## config.mk

```make
export PLATFORM = sky130hd
export DESIGN_NAME = sig_capture_peri
export DESIGN_NICKNAME = d
export VERILOG_FILES = /design/src/rtl/sig_capture_pkg.sv /design/src/rtl/sig_fifo.sv /design/src/rtl/sig_capture_peri.sv
export SDC_FILE = /design/constraint.sdc
export NUM_CORES = 1
export LEC_CHECK = 0
export ABC_AREA = 1
export CORE_AREA = 4 4 232 279
export CTS_CLUSTER_DIAMETER = 120
export DETAILED_ROUTE_END_ITERATION = 8
export DIE_AREA = 0 0 236 283
export SLEW_MARGIN = 10
export SYNTH_ARGS = -nofsm -noshare
export SYNTH_HDL_FRONTEND = slang
export SYNTH_SLANG_ARGS = --single-unit
```

## constraint.sdc

```tcl
create_clock -name clk -period 3 [get_ports clk]
set_clock_uncertainty 0.1 [all_clocks]
set_input_delay 0.9 -clock clk [delete_from_list [all_inputs] [get_ports clk]]
set_output_delay 0.9 -clock clk [all_outputs]
set_load 0.05 [all_outputs]
```

## src/rtl/sig_capture_pkg.sv

```systemverilog
// Shared types and default addresses for the compliance signature-capture peripheral.
package sig_capture_pkg;

    typedef enum logic [1:0] {
        RUN    = 2'd0,
        DRAIN  = 2'd1,
        HALTED = 2'd2
    } state_e;

    localparam logic [31:0] SIG_ADDR_DEF  = 32'h8E00_0000;
    localparam logic [31:0] HALT_ADDR_DEF = 32'h8F00_0000;

    typedef struct packed {
        logic        valid;
        logic        we;
        logic [31:0] addr;
        logic [31:0] wdata;
    } bus_req_t;

    // Status readback has a 5-bit count field; deeper FIFOs pin it at 31.
    function automatic logic [4:0] sat_count5(input logic [31:0] c);
        return (c > 32'd31) ? 5'd31 : c[4:0];
    endfunction

endpackage

```

## src/rtl/sig_fifo.sv

```systemverilog
// Synchronous FIFO with occupancy count; the head word reads as zero when empty.
module sig_fifo #(
    parameter int DEPTH = 16,
    parameter int WIDTH = 32
) (
    input  logic                       clk,
    input  logic                       rst,
    input  logic                       push,
    input  logic [WIDTH-1:0]           wdata,
    input  logic                       pop,
    output logic [WIDTH-1:0]           rdata,
    output logic                       full,
    output logic                       empty,
    output logic [$clog2(DEPTH):0]     count
);
    localparam int AW = $clog2(DEPTH);

    logic [WIDTH-1:0] mem [DEPTH];
    logic [AW-1:0]    wr_ptr, rd_ptr;
    logic [AW:0]      cnt;
    logic             do_push, do_pop;

    assign full    = (cnt == (AW+1)'(DEPTH));
    assign empty   = (cnt == '0);
    assign count   = cnt;
    assign do_push = push & ~full;
    assign do_pop  = pop & ~empty;
    assign rdata   = empty ? '0 : mem[rd_ptr];

    // Storage needs no reset: the head is masked while empty.
    always_ff @(posedge clk) begin
        if (do_push)
            mem[wr_ptr] <= wdata;
    end

    always_ff @(posedge clk or posedge rst) begin
        if (rst) begin
            wr_ptr <= '0;
            rd_ptr <= '0;
            cnt    <= '0;
        end else begin
            if (do_push)
                wr_ptr <= wr_ptr + AW'(1);
            if (do_pop)
                rd_ptr <= rd_ptr + AW'(1);
            case ({do_push, do_pop})
                2'b10:   cnt <= cnt + (AW+1)'(1);
                2'b01:   cnt <= cnt - (AW+1)'(1);
                default: cnt <= cnt;
            endcase
        end
    end

endmodule

```

## src/rtl/sig_capture_peri.sv

```systemverilog
// Bus-attached signature capture: queues signature writes, streams them out,
// and flags halt once a halt request has been seen and the queue has drained.
module sig_capture_peri
    import sig_capture_pkg::*;
#(
    parameter logic [31:0] SIG_ADDR   = SIG_ADDR_DEF,
    parameter logic [31:0] HALT_ADDR  = HALT_ADDR_DEF,
    parameter int          FIFO_DEPTH = 16
) (
    input  logic        clk,
    input  logic        rst,
    input  logic        req_valid_i,
    input  logic        req_we_i,
    input  logic [31:0] req_addr_i,
    input  logic [31:0] req_wdata_i,
    output logic        req_ready_o,
    output logic        ack_o,
    output logic [31:0] rdata_o,
    output logic        sig_valid_o,
    output logic [31:0] sig_data_o,
    input  logic        sig_ready_i,
    output logic        halt_o,
    output logic        err_o
);
    localparam int AW = $clog2(FIFO_DEPTH);

    bus_req_t    req;
    state_e      state_q, state_d;
    logic        is_sig, is_halt, in_run;
    logic        accept, wr_acc, push, pop;
    logic        full, empty;
    logic [AW:0] count;
    logic        ack_q, err_q;
    logic [31:0] rdata_q;

    assign req = '{valid: req_valid_i, we: req_we_i, addr: req_addr_i, wdata: req_wdata_i};

    assign is_sig  = (req.addr == SIG_ADDR);
    assign is_halt = (req.addr == HALT_ADDR);
    assign in_run  = (state_q == RUN);

    // Only a signature write that would overflow the queue is back-pressured.
    assign req_ready_o = ~(req.we & is_sig & full & in_run);
    assign accept      = req.valid & req_ready_o;
    assign wr_acc      = accept & req.we;
    assign push        = wr_acc & is_sig & in_run;
    assign pop         = sig_valid_o & sig_ready_i;

    sig_fifo #(
        .DEPTH (FIFO_DEPTH),
        .WIDTH (32)
    ) u_fifo (
        .clk   (clk),
        .rst   (rst),
        .push  (push),
        .wdata (req.wdata),
        .pop   (pop),
        .rdata (sig_data_o),
        .full  (full),
        .empty (empty),
        .count (count)
    );

    assign sig_valid_o = ~empty;

    always_ff @(posedge clk or posedge rst) begin
        if (rst)
            state_q <= RUN;
        else
            state_q <= state_d;
    end

    always_comb begin
        state_d = state_q;
        case (state_q)
            RUN:     if (wr_acc & is_halt) state_d = DRAIN;
            DRAIN:   if (empty) state_d = HALTED;
            HALTED:  state_d = HALTED;
            default: state_d = RUN;
        endcase
    end

    // Any write after the halt request indicates a misbehaving test program.
    always_ff @(posedge clk or posedge rst) begin
        if (rst)
            err_q <= 1'b0;
        else if (wr_acc & ~in_run)
            err_q <= 1'b1;
    end

    always_ff @(posedge clk or posedge rst) begin
        if (rst) begin
            ack_q   <= 1'b0;
            rdata_q <= '0;
        end else begin
            ack_q <= accept;
            if (accept & ~req.we)
                rdata_q <= {state_q, 25'b0, sat_count5(32'(count))};
            else
                rdata_q <= '0;
        end
    end

    assign ack_o   = ack_q;
    assign rdata_o = rdata_q;
    assign halt_o  = (state_q == HALTED);
    assign err_o   = err_q;

endmodule
```

; Yosys cells after proc, flatten, opt, wreduce, memory -nomap -nowiden
; Memories as Yosys holds them, arrays and structs flattened.
; Index checks and enable logic that the tools add are counted.
[totals]
elab_cells = 51
ram_bits = 512
input_bits = 69
ff_bits = 49
memories = 1
[classes]
bitwise_logic = 18
mux = 8
eq_ne = 9
add_sub_neg = 4
n_reduce_logical = 4
[mem_list]
columns = name, words, word_bits, read_ports, rd_ports_with_merged_regs, wr, line
row1 = u_fifo.mem, 16, 32, 1, 0, 1, sig_fifo.sv:18  ; logic [WIDTH-1:0] mem [DEPTH];
[op_table]
columns = cell, count
row1 = "equality test 32 bit, second input constant", 2
row2 = two-way mux 32 bit, 2
row3 = bitwise AND 1 bit, 13
row4 = one-hot mux 5 bit (2 select lines), 1
row5 = "adder 4 x 1 -> 4 bit, second input constant", 2
row6 = one-hot mux 2 bit (3 select lines), 1
row7 = "adder 5 x 1 -> 5 bit, second input constant", 1
row8 = "equality test 5 bit, second input constant", 1
row9 = zero test 5 bit, 1
row10 = NOT 1 bit, 5
row11 = "subtractor 5 x 1 -> 5 bit, second input constant", 1
row12 = "equality test 2 x 1 -> 1 bit, second input constant", 2
row13 = "equality test 2 bit, second input constant", 2
row14 = two-way mux 2 bit, 2
row15 = "inequality test 2 x 1 -> 1 bit, second input constant", 2
row16 = zero test 2 bit, 1
row17 = two-way mux 1 bit, 2
row18 = AND reduction 2 bit, 1
row19 = nonzero test 2 bit, 1

; Longest topological paths before layout
[depth]
word_depth = 12
ltp_mapped = 19

; Hierarchy
; A second synthesis with hierarchy kept.
[hier_totals]
cells_unflattened = 1934
hier_area_um2 = 22315.2
[modules_own_cells]
columns = module, area_each_um2, instances, cells_per_inst
row1 = sig_fifo, 21434.3, 1, 1805
row2 = sig_capture_peri, 880.8, 1, 129

; Worst setup path before layout
; No wires, ideal clock.
[synth_path]
path_kind = input -> register
from = in req_addr_i[30]
to = mem u_fifo.mem[11][0], enable pin
setup_slack_ns = -0.622
arrival_time_ns = 3.101
path_buffers = 0
stages = 9
cell_sequence = inv_1 nand2_1 nor2_1 nand2_1 nor2_1 nand2_1 nor2_2 nand2_1 nor2_1
[synth_between]
elab_chain_len = 12
[synth_rtl]
columns = element, line
row1 = from (decl), sig_capture_peri.sv:14  ; input logic [31:0] req_addr_i,
row2 = equality test 32 bit *, sig_capture_peri.sv:38  ; assign is_sig = (req.addr == SIG_ADDR);
row3 = bitwise AND 1 bit (3 in series), sig_capture_peri.sv:43  ; assign req_ready_o = ~(req.we & is_sig & full & in_run);
row4 = NOT 1 bit, sig_capture_peri.sv:43
row5 = bitwise AND 1 bit, sig_capture_peri.sv:44  ; assign accept = req.valid & req_ready_o;
row6 = bitwise AND 1 bit, sig_capture_peri.sv:45  ; assign wr_acc = accept & req.we;
row7 = bitwise AND 1 bit * (2 in series), sig_capture_peri.sv:46  ; assign push = wr_acc & is_sig & in_run;
row8 = bitwise AND 1 bit *, sig_fifo.sv:26  ; assign do_push = push & ~full;
row9 = two-way mux 1 bit *, sig_fifo.sv:32  ; if (do_push)
row10 = two-way mux 1 bit (not written as such) *, sig_fifo.sv:33  ; mem[wr_ptr] <= wdata;
row11 = to (decl), sig_fifo.sv:18
; Every way passes the cells marked *; elsewhere a longest branch is shown, timed or not.

; Worst setup path in the final report
[layout_path]
from = reg u_fifo.rd_ptr[0]
to = out sig_data_o[25]
[layout_between]
elab_chain_len = 2
[layout_rtl]
columns = element, line
row1 = from (decl), sig_fifo.sv:19  ; logic [AW-1:0] wr_ptr, rd_ptr;
row2 = from (signal assigned), sig_fifo.sv:45  ; rd_ptr <= rd_ptr + AW'(1);
row3 = memory read (16 x 32 bit), --
row4 = two-way mux 32 bit, sig_fifo.sv:28  ; assign rdata = empty ? '0 : mem[rd_ptr];
row5 = to (decl), sig_capture_peri.sv:20  ; output logic [31:0] sig_data_o,
; No other way between the ends.

==> summary.md <==
| Metric | Value |
|---|---|
| Initial DRC count | between 1,000 and 1,500 |
| Mapped Area | 0.0215 mm^2 |
| Yosys reg bits | about 540 |
| Min-delay worst type | reg -> reg |
| Fmax | 284 MHz |
| Final Cycle Share | 1.17 |
| Mux share of post-synthesis cell area | 0 |
| IO Port Bufs | 112 |
| Slowest CP cell | dfrtp_4 |
| CTS tree | yes |
| Wirelength per Cell | 23.1 um |
| Cell breakdown of the critical path | buf_4 > buf_12 > buf_16 > o21ai_0 > o221ai_1 > nand3_1 > a21oi_1 > buf_4 > buf_12 |
| Root Driver | clkbuf_16 |
| Gp weighted congestion | 0.775 |
| Die height | ~280 um |
| Nets@finish | 1,986 |
| Total number of vias | 15,061 |
| CP Launch Type | flip-flop |
| WHS Path Cells | 1 |
| Most common cell after layout, fill and taps aside | edfxtp_1 |
| Failing checks | negative setup slack |
| CP Max Fanout | 23 |
| WP buf/inv | 5 |
| Largest family of logic cells by synthesized area | compound AO/OA/AOI/OAI gates |
| Relative slew slack | 0.472 |
| Delay of the slowest critical-path stage | 520 ps |
| Number of buffers created by CTS | 50 |
| Clk sinks | 536 |
| Most frequent cells in the layout | 512 x edfxtp_1, 307 x nor2_1, 211 x o21ai_0 |
| Leak | 9.93 nW |
| Sequential area share after synthesis | 0.743 |
| Fin util | 0.464 |
| Total stage count of the critical path | 9 |
| Max Cap Viol | 0 |
| Detailed Routing Iterations Pass 1 | 5 |
| H-tree Lvls | 2 |
| Post-Route WL | 63,900 um |
| CP endpoint kind | output pin |
| Syn Inst Count | 1,617 |
| YS warnings | 0 |
| Die area | 0.0668 mm^2 |
| Worst reg2reg path depth | 15 |
| Via-per-instance ratio | 5.45 |
| Non-Filler Instances | 2,762 |
| Antenna Violating Nets Remaining | 0 |
| P per Cell Area | around 1000 mW/mm^2 |
| Core area | 0.0619 mm^2 |
| First-pass GRT wire length | approximately 92,000 um |
| Syn Area/Cell | 13.3 um^2 |
| Xor/xnor share of the synthesized area | 0.00408 |
| Crit path max-delay family | buffers and inverters |
| Max Transition Viols Final | 0 |
| Status | finished, violations left |
| Initial Util | 0.347 |
| Worst vdd ir | 571 uV |
| CP required | 2000 ps |
| Vias in the first global route | between 10,000 and 15,000 |
| # IOs | 138 |
| Filler instances | 5,306 |
| Distinct cell type count after synthesis | 29 |
| Arrival time worst endpoint | 2520 ps |
| Post-synthesis simple-gate area fraction | 0.0830 |
| DRC | 0 |
| Final hold vios | 0 |
| # setup viols final | 32 |
| DP HPWL | approximately 31,000 um |
| Worst-margin pin slew | ~790 ps |
| Largest net degree at the start of global routing | 47 |
| Placed Cells | 2,551 |
| Total grt overflow | 0 |
| P&R area growth vs syn | 33.8% |
| Synth Area in Adders | 0.00640 |
| Post-route minimum period | around 3500 ps |
| Cell Rows | 100 |
| Max Root-Sink Buffers | 3 |
| Clk pin slew, worst setup/hold paths | 60 ps |
| GRT Util Overall | 0.178 |
| Skew-Pair Late Insertion Delay | 570 ps |
| WS Path Type | reg -> out |
| Post-synthesis compound-gate area fraction | 0.122 |
| DIE WIDTH | around 240 um |
| Antenna violations before repair | 5 |
| RSZ-0062 raised after global routing | yes |
| Final WS setup | -524 ps |
| Layout cells sized above 1 | 0.227 |
## power by group
| part | internal (W) | leakage, nW | switching (W) | total [W] |
|---|---|---|---|---|
| clock network | 0.00355 | 0.791 | 0.00275 | 0.00630 |
| registers | 0.00828 | 4.89 | 0.000127 | 0.00841 |
| logic | 0.00671 | 4.26 | 0.00823 | 0.0149 |
## metrics by stage
step | cell area (um^2) | setup WS (ps) | hold slack (ps) | power [W] | TNS, ps
after global placement | 25000 | -407 | 362 | 0.0198 | -83400
after CTS | 28000 | -469 | 395 | 0.0285 | -13530
final | 28800 | -524 | 397 | 0.0297 | -13410
after floorplan | 21700 | -122 | 364 | 0.0148 | -48400
after global routing | 28800 | -596 | 438 | 0.0308 | -16630
after detailed placement | 25000 | -599 | 372 | 0.0200 | -85980
## cell usage after synthesis
| master | number | area share |
|---|---|---|
| clkbuf_1 | 48 | 0.0084 |
| nand3_1 | 58 | 0.014 |
| nand2_1 | 49 | 0.0086 |
| conb_1 | 1 | 0.00017 |
| o21bai_1 | 1 | 0.00035 |
| ha_1 | 11 | 0.0064 |
| clkbuf_2 | 4 | 0.00093 |
| o211ai_1 | 1 | 0.00035 |
| o21ai_0 | 250 | 0.058 |
| dfrtp_1 | 24 | 0.028 |
| edfxtp_1 | 512 | 0.72 |
| buf_1 | 6 | 0.0010 |
| buf_4 | 40 | 0.014 |
| nor2_2 | 1 | 0.00029 |
| inv_4 | 1 | 0.00029 |
| xor2_1 | 9 | 0.0037 |
| o22ai_1 | 31 | 0.0090 |
| buf_2 | 29 | 0.0068 |
| o21ai_1 | 27 | 0.0063 |
| or2_2 | 2 | 0.00058 |
| a21o_1 | 1 | 0.00035 |
| nand4_1 | 6 | 0.0017 |
| inv_1 | 33 | 0.0058 |
| nor2_1 | 332 | 0.058 |
| a21oi_1 | 33 | 0.0077 |
| xnor2_1 | 1 | 0.00041 |
| o221ai_1 | 98 | 0.040 |
| and2_1 | 1 | 0.00029 |
| buf_6 | 7 | 0.0037 |
## repair_timing
action | CTS | global route
pin swaps | 40 | 85
setup buffers | 54 | 34
endpoints found under the setup margin | 35 | 35
gates resized for setup | 119 | 123
cloned | 24 | 11
hold buffers | 0 | 0
## kinds of logic (layout without fill, tap and decap cells)
kind of cell | after synthesis | count (layout)
xor+xnor | 10 | 10
flops | 536 | 536
simple gates | 449 | 449
buf+inv | 168 | 470
other cells | 1 | 28
compound gates | 442 | 442
fa+ha+maj | 11 | 11
## path summary, 6_finish.rpt
check	startpoint	end	slack, ps
worst max-delay path	u_fifo.rd_ptr[0]	sig_data_o[25]	-520
worst min-delay path	err_o	err_o	400
worst max register to register	state_q[0]	u_fifo.count[4]	380
worst min register to register	err_o	err_o	400
max in group asynchronous	rst	state_q[0]	1510
min in group asynchronous	rst	rdata_o[2]	670
## final cells by class
type,instances,area [um^2],share of cell area
Sequential cell,536,16000,0.556
Multi-Input combinational cell,937,5130,0.178
Timing Repair Buffer,345,4820,0.168
Clock buffer,59,1310,0.0454
Tap cell,816,1020,0.0355
Clock inverter,30,285,0.00992
Inverter,34,166,0.00579
Timing Repair inverter,2,32.5,0.00113
Antenna cell,3,7.51,0.000261
## per-layer routing
layer / vias up / GRT usage / wire length, um / part of all wire
met5: - / 0 / 21 / 0.00033
met4: 4 / 0.0642 / 1780 / 0.028
met3: 123 / 0.0318 / 5060 / 0.079
met2: 691 / 0.298 / 31600 / 0.49
met1: 7639 / 0.233 / 25400 / 0.40
li1: 6604 / - / - / -
## state kept, by name, indices dropped and copies added (netlist names)
| signal | cells |
|---|---|
| rdata_o | 7 |
| u_fifo.wr_ptr | 4 |
| u_fifo.mem | 512 |
| err_o | 1 |
| state_q | 2 |
| u_fifo.rd_ptr | 4 |
| u_fifo.count | 5 |
| ack_o | 1 |
(Power assumes the default switching activity.)
